<file path="config.mk">
export PLATFORM = sky130hd
export DESIGN_NAME = pri_decoder_seq_flat
export DESIGN_NICKNAME = d
export VERILOG_FILES = /design/src/rtl/pri_codec_pkg.sv /design/src/rtl/pri_decoder_seq_if.sv /design/src/rtl/pri_decoder_seq_onehot_dec.sv /design/src/rtl/pri_decoder_seq.sv /design/src/flat_wrapper.sv
export SDC_FILE = /design/constraint.sdc
export NUM_CORES = 1
export LEC_CHECK = 0
export ABC_CLOCK_PERIOD_IN_PS = 1600
export CORE_AREA = 2 2 39 41
export CTS_CLUSTER_SIZE = 12
export DETAILED_ROUTE_END_ITERATION = 12
export DIE_AREA = 0 0 41 43
export SLEW_MARGIN = 25
export SYNTH_ARGS = -nofsm -noshare
export SYNTH_HDL_FRONTEND = slang
export SYNTH_SLANG_ARGS = --single-unit
</file>
<file path="constraint.sdc">
create_clock -name clk -period 1.6 [get_ports clk]
set_clock_uncertainty 0.15 [all_clocks]
set_input_delay 0.32 -clock clk [delete_from_list [all_inputs] [get_ports clk]]
set_output_delay 0.32 -clock clk [all_outputs]
set_load 0.005 [all_outputs]
</file>
<file path="src/rtl/pri_codec_pkg.sv">
// pri_codec_pkg: definitions shared by the priority encoder and decoder.
//   state_e       - decoder FSM states (ST_GAP is used only when the design
//                   is built with PRI_DEC_GAP_EN).
//   DEF_N_OUT     - default number of one-hot lines. The encoder uses the same
//                   value, so both ends agree on the code width.
//   DEF_PULSE_LEN - default number of cycles a decoded line stays asserted.
package pri_codec_pkg;

  typedef enum logic [1:0] {
    ST_IDLE  = 2'd0,
    ST_DRIVE = 2'd1,
    ST_GAP   = 2'd2
  } state_e;

  localparam int DEF_N_OUT     = 4;
  localparam int DEF_PULSE_LEN = 4;

endpackage

</file>
<file path="src/rtl/pri_decoder_seq_if.sv">
// pri_decoder_seq_if: code handshake and strobe outputs of the priority decoder.
//   master - upstream side: drives enable, in_valid and in_code; observes
//            in_ready, D_out, busy and done.
//   slave  - decoder side (the mirror image of master).
// Parameters: N_OUT = number of one-hot lines; W = code width (derived, do not override).
interface pri_decoder_seq_if #(
  parameter int N_OUT = pri_codec_pkg::DEF_N_OUT,
  parameter int W     = $clog2(N_OUT)
);
  logic             enable;
  logic             in_valid;
  logic [W-1:0]     in_code;
  logic             in_ready;
  logic [N_OUT-1:0] D_out;
  logic             busy;
  logic             done;

  modport master (
    output enable, in_valid, in_code,
    input  in_ready, D_out, busy, done
  );

  modport slave (
    input  enable, in_valid, in_code,
    output in_ready, D_out, busy, done
  );
endinterface

</file>
<file path="src/rtl/pri_decoder_seq_onehot_dec.sv">
// onehot_dec: combinational binary-to-one-hot decoder.
//   code_i   [W-1:0]     - binary line index
//   onehot_o [N_OUT-1:0] - the matching one-hot line; all zero when
//                          code_i >= N_OUT
module onehot_dec #(
  parameter int N_OUT = 4,
  parameter int W     = $clog2(N_OUT)
) (
  input  logic [W-1:0]     code_i,
  output logic [N_OUT-1:0] onehot_o
);
  // The per-line compare yields zero for out-of-range codes without a
  // separate range check.
  always_comb begin
    onehot_o = '0;
    for (int i = 0; i < N_OUT; i++) begin
      onehot_o[i] = (code_i == W'(i));
    end
  end
endmodule

</file>
<file path="src/rtl/pri_decoder_seq.sv">
// pri_decoder_seq: sequential priority-code decoder.
// The block accepts a code over a valid/ready handshake. It drives the
// matching one-hot line for PULSE_LEN cycles, then releases the line and
// pulses done for one cycle.
// Ports:
//   clk   - clock; all state changes on the rising edge
//   rst_n - asynchronous, active-low reset
//   bus   - pri_decoder_seq_if.slave:
//             enable, in_valid, in_code (inputs)
//             in_ready, D_out, busy, done (outputs)
// Build option: define PRI_DEC_GAP_EN to add a one-cycle GAP state after each
// normal completion, which gives break-before-make on downstream select lines.
module pri_decoder_seq
  import pri_codec_pkg::*;
#(
  parameter int N_OUT     = DEF_N_OUT,
  parameter int W         = $clog2(N_OUT),
  parameter int PULSE_LEN = DEF_PULSE_LEN
) (
  input logic              clk,
  input logic              rst_n,
  pri_decoder_seq_if.slave bus
);
  localparam int CW = $clog2(PULSE_LEN + 1);

  state_e           state_q;
  logic [CW-1:0]    cnt_q;
  logic [N_OUT-1:0] dout_q;
  logic             done_q;
  logic [N_OUT-1:0] onehot;

  onehot_dec #(.N_OUT(N_OUT), .W(W)) u_dec (
    .code_i   (bus.in_code),
    .onehot_o (onehot)
  );

  // in_ready is gated by rst_n so that it reads 0 while reset is asserted.
  assign bus.in_ready = rst_n && bus.enable && (state_q == ST_IDLE);
  assign bus.busy     = (state_q != ST_IDLE);
  assign bus.D_out    = dout_q;
  assign bus.done     = done_q;

  always_ff @(posedge clk or negedge rst_n) begin
    if (!rst_n) begin
      state_q <= ST_IDLE;
      cnt_q   <= '0;
      dout_q  <= '0;
      done_q  <= 1'b0;
    end else begin
      done_q <= 1'b0;
      // Dropping enable aborts silently. It takes priority over counter
      // expiry, so an aborted pulse never produces done.
      if (!bus.enable) begin
        state_q <= ST_IDLE;
        cnt_q   <= '0;
        dout_q  <= '0;
      end else begin
        case (state_q)
          ST_IDLE: begin
            if (bus.in_valid) begin
              dout_q  <= onehot;
              cnt_q   <= CW'(PULSE_LEN - 1);
              state_q <= ST_DRIVE;
            end
          end
          ST_DRIVE: begin
            if (cnt_q == '0) begin
              dout_q <= '0;
              done_q <= 1'b1;
`ifdef PRI_DEC_GAP_EN
              state_q <= ST_GAP;
`else
              state_q <= ST_IDLE;
`endif
            end else begin
              cnt_q <= cnt_q - CW'(1);
            end
          end
`ifdef PRI_DEC_GAP_EN
          ST_GAP:  state_q <= ST_IDLE;
`endif
          default: state_q <= ST_IDLE;
        endcase
      end
    end
  end
endmodule

</file>
<file path="src/flat_wrapper.sv">
// flat-port wrapper written by rule: the top's interface ports become plain ports
module pri_decoder_seq_flat import pri_codec_pkg::*;
#(
  parameter int N_OUT     = DEF_N_OUT,
  parameter int W         = $clog2(N_OUT),
  parameter int PULSE_LEN = DEF_PULSE_LEN
)
  (clk, rst_n, bus_enable, bus_in_valid, bus_in_code, bus_in_ready, bus_D_out, bus_busy, bus_done);
  pri_decoder_seq_if #(.N_OUT(N_OUT), .W(W)) bus_i ();
  input logic clk;
  input logic rst_n;
  input wire logic [$bits(bus_i.enable)-1:0] bus_enable;
  input wire logic [$bits(bus_i.in_valid)-1:0] bus_in_valid;
  input wire logic [$bits(bus_i.in_code)-1:0] bus_in_code;
  output wire logic [$bits(bus_i.in_ready)-1:0] bus_in_ready;
  output wire logic [$bits(bus_i.D_out)-1:0] bus_D_out;
  output wire logic [$bits(bus_i.busy)-1:0] bus_busy;
  output wire logic [$bits(bus_i.done)-1:0] bus_done;
  assign bus_i.enable = bus_enable;
  assign bus_i.in_valid = bus_in_valid;
  assign bus_i.in_code = bus_in_code;
  assign bus_in_ready = bus_i.in_ready;
  assign bus_D_out = bus_i.D_out;
  assign bus_busy = bus_i.busy;
  assign bus_done = bus_i.done;
  pri_decoder_seq #(.N_OUT(N_OUT), .W(W), .PULSE_LEN(PULSE_LEN)) u_core (.clk(clk), .rst_n(rst_n), .bus(bus_i));
endmodule
</file>
==> flow_summary.toml, run 1 <==
[run_status]
outcome = "complete, no violations"

[flow_run]
maxCapViolCount = 0

[placement]
post-place-ws_ps = -329
dp_hpwl_um = 626
io_buffers = 12
globalplace.congestion = 0.658
post_dp_cell_area_um2 = 603

[floorplan]
die_area_um2 = 1760
die_w_um = 41
core_area_um2 = 1380
initial_utilization = 0.311
row_count = 14
boundaryPins = 13
die-height_um = 43

[clock_tree]
cts_buffer_depth = 2
cts.clk_slew.worst_paths_ps = 60
cts-buffers-inserted = 3
insertion_delay_ps = 260
cts_max_level = 1
post-cts-setup-buffers = 0
clockRootBuffer = "clkbuf_4"
postCtsHoldBufs = 0
cts_sinks = 9
cts_tree = "yes"

[sta]
period_share = 0.962
worst_slew_pin_slew_ps = 244
relSlewSlack = 0.835
max_freq_ghz = 0.650
rsz0062_at_grt = "true"
hold_violations = 0
setup_violations = 0
min_period_ps = 1540
maxSlewViolCount = 0
worst_slack_ps = 61.0

[detailed_routing]
final_antenna_net_count = 0
avgRoutedWirePerCell_um = 10.5
vias = 352
drcViolationCount = 0
drtIter0Drc = 3
finalWirelength_um = 806
drt-pass1-iter-count = 2
vias_per_cell = 4.57

[grt]
grt_max_degree = 10
grt_usage = 0.109
grt_pass1_vias = 346
grt_pass1_wl_mm = 1.26
antenna_found_initial = 0
grt_overflow = 0

[synthesis]
syn_inst = 41
ys.warnings.count = 0
synth_seq_cells = 9
yosysUniqueCellTypes = 18
syn_nets = 49
netlist_area_um2 = 430
avgSynthCellArea_um2 = 10.5
synth_seq_area_share = 0.523

[critical_path]
cp.required_ps = 1600
worstReg2RegEnd = "u_core.bus.D_out[0]"
crit_path_start_kind = "flip-flop"
worstReg2RegStart = "u_core.cnt_q[0]"
cp-end-kind = "flip-flop"
crit_path_max_fanout = 4
r2r_slack_ps = 60
crit_type = "reg -> reg"
reg2reg_depth = 7
crit_arrival_ps = 1540

[worst_hold_path]
holdCritPathClass = "in -> async"

[power]
vdd_drop_max_v = 0.000371
powerDensity_nw_per_um2 = 842
leakage_nw = 0.391

[final_layout]
drive_above_1_share = 0.164
fill_cells = 147
syn2layout_area_growth_pct = 47.7
diodes = 0
nets = 70
finish.instance_area_um2 = 636
-- stage by stage --
step	hold WS (ps)	utilization	std cells	total power, mW	setup TNS [ps]
4_1_cts	217	0.450	77	0.548	0
5_1_grt	234	0.459	77	0.579	-28.7
6_report	217	0.459	77	0.535	0
3_3_place_gp	354	0.436	73	0.372	-560
2_1_floorplan	-126	-	41	0.311	0
3_5_place_dp	367	0.436	73	0.373	-641
-- cell type report --
type	count	area (um^2)	area share
repair buffers	17	164	0.258
multi-input cells	23	170	0.268
clock buffers	4	26.3	0.0413
well taps	16	20.0	0.0315
inverters	8	30.0	0.0472
flip-flops and latches	9	225	0.354
-- sequential cells by signal (all words and copies together), names as in the netlist --
| name | count |
|---|---|
| u_core.state_q | 1 |
| u_core.bus.done | 1 |
| u_core.bus.D_out | 4 |
| u_core.cnt_q | 3 |
-- per-layer routing --
metal  global-route usage  wire [um]  share of wire  up-vias
met5                    0          0              0        -
met4               0.0600          0              0        0
met3               0.0314         72          0.089        0
met2                0.175        373           0.46       10
met1                0.121        360           0.45      160
li1                     -          -              -      182
-- how the worst max path moves through the flow --
stage	start	cells past startpoint	slack, ps	end
final	u_core.cnt_q[0]	7	60	u_core.bus.D_out[0]
after global routing	u_core.cnt_q[0]	7	-10	u_core.bus.D_out[2]
after CTS	u_core.bus.D_out[0]	1	20	bus_D_out[0]
after detailed placement	bus_enable	3	-330	bus_in_ready
after global placement	bus_enable	3	-300	bus_in_ready
after floorplan	u_core.cnt_q[0]	6	90	u_core.cnt_q[0]
-- cell families after synthesis --
kind of cell	synth area share
and+or+nand+nor	0.177
DFF	0.523
muxes	0.0233
buffers and inverters	0.0814
AOI/OAI and AO/OA	0.137
adders and majority gates	0.0581
-- synthesized netlist by cell type --
cell      n  area (um^2)
dfrtp_1   9          225
inv_1     8         30.0
nand2_1   4         15.0
ha_1      2         25.0
nor2b_1   2         12.5
o211a_1   2         20.0
o22ai_1   2         12.5
o32ai_1   2         17.5
a31o_2    1         8.76
and2_1    1         6.26
and3_1    1         6.26
and3b_1   1         8.76
buf_2     1         5.00
mux2i_1   1         10.0
nand3_1   1         5.00
nand3b_1  1         7.51
nor4b_1   1         8.76
or2_1     1         6.26
-- worst max-delay path: stages, from the launching register on --
cell	delay [ps]
dfrtp_1	360
inv_1	50
ha_1	190
ha_1	190
buf_4	140
nand2_1	60
nand3b_1	140
o32ai_1	160
-- layout by cell type (no fill, tap or decap) --
master and count:
a31o_2 1, and2_1 1, and3_1 1, and3b_1 1
buf_2 1, buf_4 5, clkbuf_1 1, clkbuf_4 3
clkdlybuf4s50_1 5, dfrtp_1 9, dlygate4sd2_1 1, dlymetal6s2s_1 5
ha_1 2, inv_1 8, mux2i_1 1, nand2_1 4
nand3_1 1, nand3b_1 1, nor2b_1 2, nor4b_1 1
o211a_1 2, o22ai_1 2, o32ai_1 2, or2_1 1
-- power breakdown --
| group | internal [mW] | leakage (nW) | switching, mW |
|---|---|---|---|
| Sequential | 0.242 | 0.121 | 0.00658 |
| Clock | 0.0960 | 0.0150 | 0.0768 |
| Combinational | 0.0637 | 0.255 | 0.0495 |
-- timing repair --
action | CTS | global route
gates resized for setup | 5 | 5
hold endpoints to repair | 0 | 0
setup endpoints to repair | 2 | 8
pin swaps | 1 | 0
Note: power is estimated with default switching activity, not from simulation.
==> inputs of run 2 (changes only) <==
--- a/config.mk
+++ b/config.mk
@@ -6,10 +6,10 @@
 export NUM_CORES = 1
 export LEC_CHECK = 0
 export ABC_CLOCK_PERIOD_IN_PS = 1600
-export CORE_AREA = 2 2 39 41
+export CORE_MARGIN = 1.5
+export CORE_UTILIZATION = 30
 export CTS_CLUSTER_SIZE = 12
 export DETAILED_ROUTE_END_ITERATION = 12
-export DIE_AREA = 0 0 41 43
 export SLEW_MARGIN = 25
 export SYNTH_ARGS = -nofsm -noshare
 export SYNTH_HDL_FRONTEND = slang
==> flow_summary.toml, run 2 (same netlist as run 1, synthesis figures left out) <==
[final_layout]
diodes = 0
syn2layout_area_growth_pct = 60.8
nets = 73
largest_reg_flops = 4
drive_above_1_share = 0.266
fin_util = 0.525
fill_cells = 127
multi_input_area_um2 = 201
regArea_um2 = 225
layout_commonest_cell = "dfrtp_1"
most-common-layout-cells = "dfrtp_1, inv_1, buf_4"

[detailed_routing]
vias_per_cell = 4.78
final_antenna_net_count = 0
drcViolationCount = 0
vias = 378
finalWirelength_um = 881
drt-pass1-iter-count = 2
drtIter0Drc = 2
avgRoutedWirePerCell_um = 11.2

[floorplan]
boundaryPins = 13
die-height_um = 40.9
die_area_um2 = 1670
row_count = 13
initial_utilization = 0.327
core_area_um2 = 1320
die_w_um = 40.9

[sta]
hold_violations = 0
min_period_ps = 1560
worst_slack_ps = 42.2
setup_violations = 0
rsz0062_at_grt = "true"
max_freq_ghz = 0.642
relSlewSlack = 0.833
worst_slew_pin_slew_ps = 247
setup_tns_ps = 0
period_share = 0.974
maxSlewViolCount = 0

[clock_tree]
cts-buffers-inserted = 3
cts_tree = "yes"
cts_buffer_depth = 2
cts.clk_slew.worst_paths_ps = 60
cts_sinks = 9
cts_max_level = 1
insertion_delay_ps = 260
clockRootBuffer = "clkbuf_4"

[placement]
dp_hpwl_um = 623
globalplace.congestion = 0.686
io_buffers = 12
post-place-ws_ps = -317

[power]
leakage_nw = 0.394
p_seq_frac = 0.440
switching_share = 0.261
comb_power_share = 0.245
vdd_drop_max_v = 0.000360
p_int_mw = 0.418
clkPwrFrac = 0.315
p_sw_mw = 0.148
powerDensity_nw_per_um2 = 819

[critical_path]
crit_arrival_ps = 1560
reg2reg_depth = 6
worstReg2RegEnd = "u_core.cnt_q[0]"
crit_path_max_fanout = 3
cp-end-kind = "flip-flop"
crit_path_start_kind = "flip-flop"
cp.required_ps = 1600
worstReg2RegStart = "u_core.cnt_q[0]"
crit_path_end = "u_core.cnt_q[0]"
r2r_slack_ps = 40
crit_type = "reg -> reg"
startpoint = "u_core.cnt_q[0]"

[flow_run]
maxCapViolCount = 0

[run_status]
outcome = "complete, no violations"

[grt]
grt_max_degree = 10
grt_pass1_wl_mm = 1.33
grt_overflow = 0
grt_usage = 0.128
grt_pass1_vias = 325
antenna_found_initial = 0

[worst_hold_path]
holdCritPathClass = "reg -> reg"
-- run 2: cell count changes in the layout (fill, tap and decap cells not counted), sizes merged --
cell,delta
dlymetal6s2s,-1
buf,+1
dlygate4sd2,+2
dlygate4sd3,+1
clkdlybuf4s50,-1
clkdlybuf4s15,+1
-- run 2: worst min-delay path by stage --
stage	depth (start not counted)	endpoint	start	slack, ps
floorplan	0	u_core.bus.D_out[0]	rst_n	-130
global placement	2	u_core.bus.D_out[0]	u_core.bus.D_out[0]	350
detailed placement	2	u_core.bus.D_out[1]	u_core.bus.D_out[1]	360
CTS	2	u_core.bus.D_out[3]	u_core.bus.D_out[3]	370
global route	2	u_core.bus.D_out[1]	u_core.bus.D_out[1]	400
finish	2	u_core.bus.D_out[3]	u_core.bus.D_out[3]	360
-- run 2: timing repair --
item,4_1_cts,5_1_grt
hold buffers,1,0
hold endpoints to repair,9,0
pin swaps,0,5
setup endpoints to repair,2,12
buffers inserted,0,1
resized for setup,6,10
-- run 2: layer usage --
layer  vias up  GRT usage  part of all wire
met3         4     0.0326             0.078
met5         -          0                 0
met2        12      0.188              0.46
met1       177      0.158              0.44
li1        185          -                 -
met4         0      0.100             0.019
-- run 2: power groups by stage --
stage,sequential [mW],combinational [mW],clock (mW)
after floorplan,0.256,0.0548,0
after global placement,0.253,0.122,0
after detailed placement,0.254,0.123,0
after CTS,0.249,0.122,0.189
after global routing,0.251,0.155,0.199
final,0.249,0.139,0.178
-- run 2: through the flow --
step                instances  cell area (um^2)  hold slack, ps  total power [mW]
floorplan                  41               430            -126             0.311
global placement           73               609             348             0.375
finish                     79               692             357             0.566
CTS                        78               643             374             0.560
global route               79               692             401             0.604
detailed placement         73               609             360             0.377
-- run 2: critical path, stage by stage (launching register included) --
cell     delay (ps)
dfrtp_1         400
inv_1            70
ha_2            180
ha_4            130
nor2b_2          50
or2_1           260
o211a_1         210
-- run 2: final cells by class --
cell class / count / share of cell area
clock buffers: 4 / 0.0380
inverters: 8 / 0.0434
multi-input cells: 23 / 0.291
flip-flops and latches: 9 / 0.325
well taps: 15 / 0.0271
repair buffers: 20 / 0.275
==> inputs of run 3 (changes only) <==
--- a/config.mk
+++ b/config.mk
@@ -6,7 +6,7 @@
 export NUM_CORES = 1
 export LEC_CHECK = 0
 export ABC_CLOCK_PERIOD_IN_PS = 1600
-export CORE_MARGIN = 1.5
+export CORE_MARGIN = 4
 export CORE_UTILIZATION = 30
 export CTS_CLUSTER_SIZE = 12
 export DETAILED_ROUTE_END_ITERATION = 12
==> constraint.sdc (replaced) <==
create_clock -name clk -period 1.6 [get_ports clk]
set_clock_uncertainty 0.15 [all_clocks]
set_input_delay 0.32 -clock clk [delete_from_list [all_inputs] [get_ports clk]]
set_output_delay 0.32 -clock clk [all_outputs]
set_load 0.01 [all_outputs]
==> flow_summary.toml, run 3 (same netlist as run 1, synthesis figures left out) <==
[grt]
grt_overflow = 0
grt_max_degree = 10
grt_pass1_wl_mm = 1.48
grt_pass1_vias = 347
antenna_found_initial = 0
grt_usage = 0.104

[clock_tree]
post-cts-setup-buffers = 0
cts-buffers-inserted = 3
cts_sinks = 9
insertion_delay_ps = 260
cts_max_level = 1
cts_buffer_depth = 2
cts.clk_slew.worst_paths_ps = 60
clockRootBuffer = "clkbuf_4"
cts_tree = "yes"

[worst_hold_path]
holdCritPathClass = "in -> async"

[sta]
relSlewSlack = 0.836
maxSlewViolCount = 0
setup_tns_ps = 0
worst_slew_pin_slew_ps = 243
min_period_ps = 1530
hold_violations = 0
period_share = 0.956
setup_violations = 0
max_freq_ghz = 0.654
rsz0062_at_grt = "false"

[critical_path]
cp.required_ps = 1130
crit_arrival_ps = 1060
crit_path_max_fanout = 7
crit_type = "reg -> out"
cp-end-kind = "primary output"
r2r_slack_ps = 80
crit_path_start_kind = "flip-flop"

[final_layout]
drive_above_1_share = 0.262
nets = 70
largest_reg_flops = 4
diodes = 0
finish.instance_area_um2 = 656
layout.cells.non_filler = 76
fin_util = 0.492
syn2layout_area_growth_pct = 52.3
layout_commonest_cell = "dfrtp_1"
most-common-layout-cells = "dfrtp_1, inv_1, dlygate4sd2_1, clkdlybuf4s50_1, buf_4"

[detailed_routing]
drtIter0Drc = 2
drcViolationCount = 0
avgRoutedWirePerCell_um = 12.7
finalWirelength_um = 967
vias_per_cell = 4.67
drt-pass1-iter-count = 2
vias = 355
final_antenna_net_count = 0

[run_status]
outcome = "complete, no violations"

[flow_run]
maxCapViolCount = 0

[placement]
io_buffers = 12
post_dp_cell_area_um2 = 609
globalplace.congestion = 0.728
placedCellCount = 73
dp_hpwl_um = 645

[power]
powerDensity_nw_per_um2 = 864
vdd_drop_max_v = 0.000448
leakage_nw = 0.330

[floorplan]
row_count = 13
core_area_um2 = 1330
die-height_um = 45.9
die_area_um2 = 2100
die_w_um = 45.9
initial_utilization = 0.323
boundaryPins = 13
[run 3: power breakdown]
part	internal (mW)	switching (mW)	total, mW	leakage (nW)
clock network	0.0963	0.0832	0.180	0.0150
registers	0.242	0.00746	0.250	0.121
logic	0.0736	0.0639	0.138	0.194
[run 3: timing repair]
| action | in CTS | in global routing |
|---|---|---|
| resized for setup | 10 | 8 |
| hold buffers | 0 | 0 |
| endpoints found under the setup margin | 7 | 7 |
| pin swaps | 0 | 3 |
[run 3: path summary, 6_finish.rpt]
| path | start | to | cells past startpoint |
|---|---|---|---|
| min reg2reg | u_core.bus.D_out[1] | u_core.bus.D_out[1] | 2 |
| max in group asynchronous | rst_n | u_core.cnt_q[0] | 2 |
| max | u_core.state_q[0] | bus_busy | 2 |
| min in group clk | u_core.bus.D_out[1] | u_core.bus.D_out[1] | 2 |
| max reg2reg | u_core.cnt_q[0] | u_core.cnt_q[1] | 6 |
| min | rst_n | u_core.bus.D_out[1] | 2 |
[run 3: critical path, cell delays in order, from the launching register on]
cell and delay, ps:
dfrtp_1 370, buf_4 150, dlygate4sd2_1 280
[run 3: through the flow]
stage	hold WS [ps]	total power [mW]	setup WS (ps)
final	214	0.567	70.0
after global routing	217	0.604	24.5
after CTS	218	0.554	28.7
after floorplan	-126	0.314	94.0
after global placement	355	0.377	-347
after detailed placement	359	0.379	-345
[run 3: cell type report]
| type | instances | area, um^2 |
|---|---|---|
| well taps | 15 | 18.8 |
| inverters | 8 | 30.0 |
| flip-flops and latches | 9 | 225 |
| multi-input cells | 23 | 210 |
| repair buffers | 17 | 145 |
| fillers | 129 | 678 |
| clock buffers | 4 | 26.3 |
[run 3: per-layer routing]
| metal | part of all wire | up-vias | track usage |
|---|---|---|---|
| met5 | 0 | - | 0 |
| met4 | 0 | 0 | 0.0511 |
| met3 | 0.083 | 0 | 0.0593 |
| met2 | 0.45 | 10 | 0.148 |
| met1 | 0.47 | 165 | 0.122 |
| li1 | - | 180 | - |
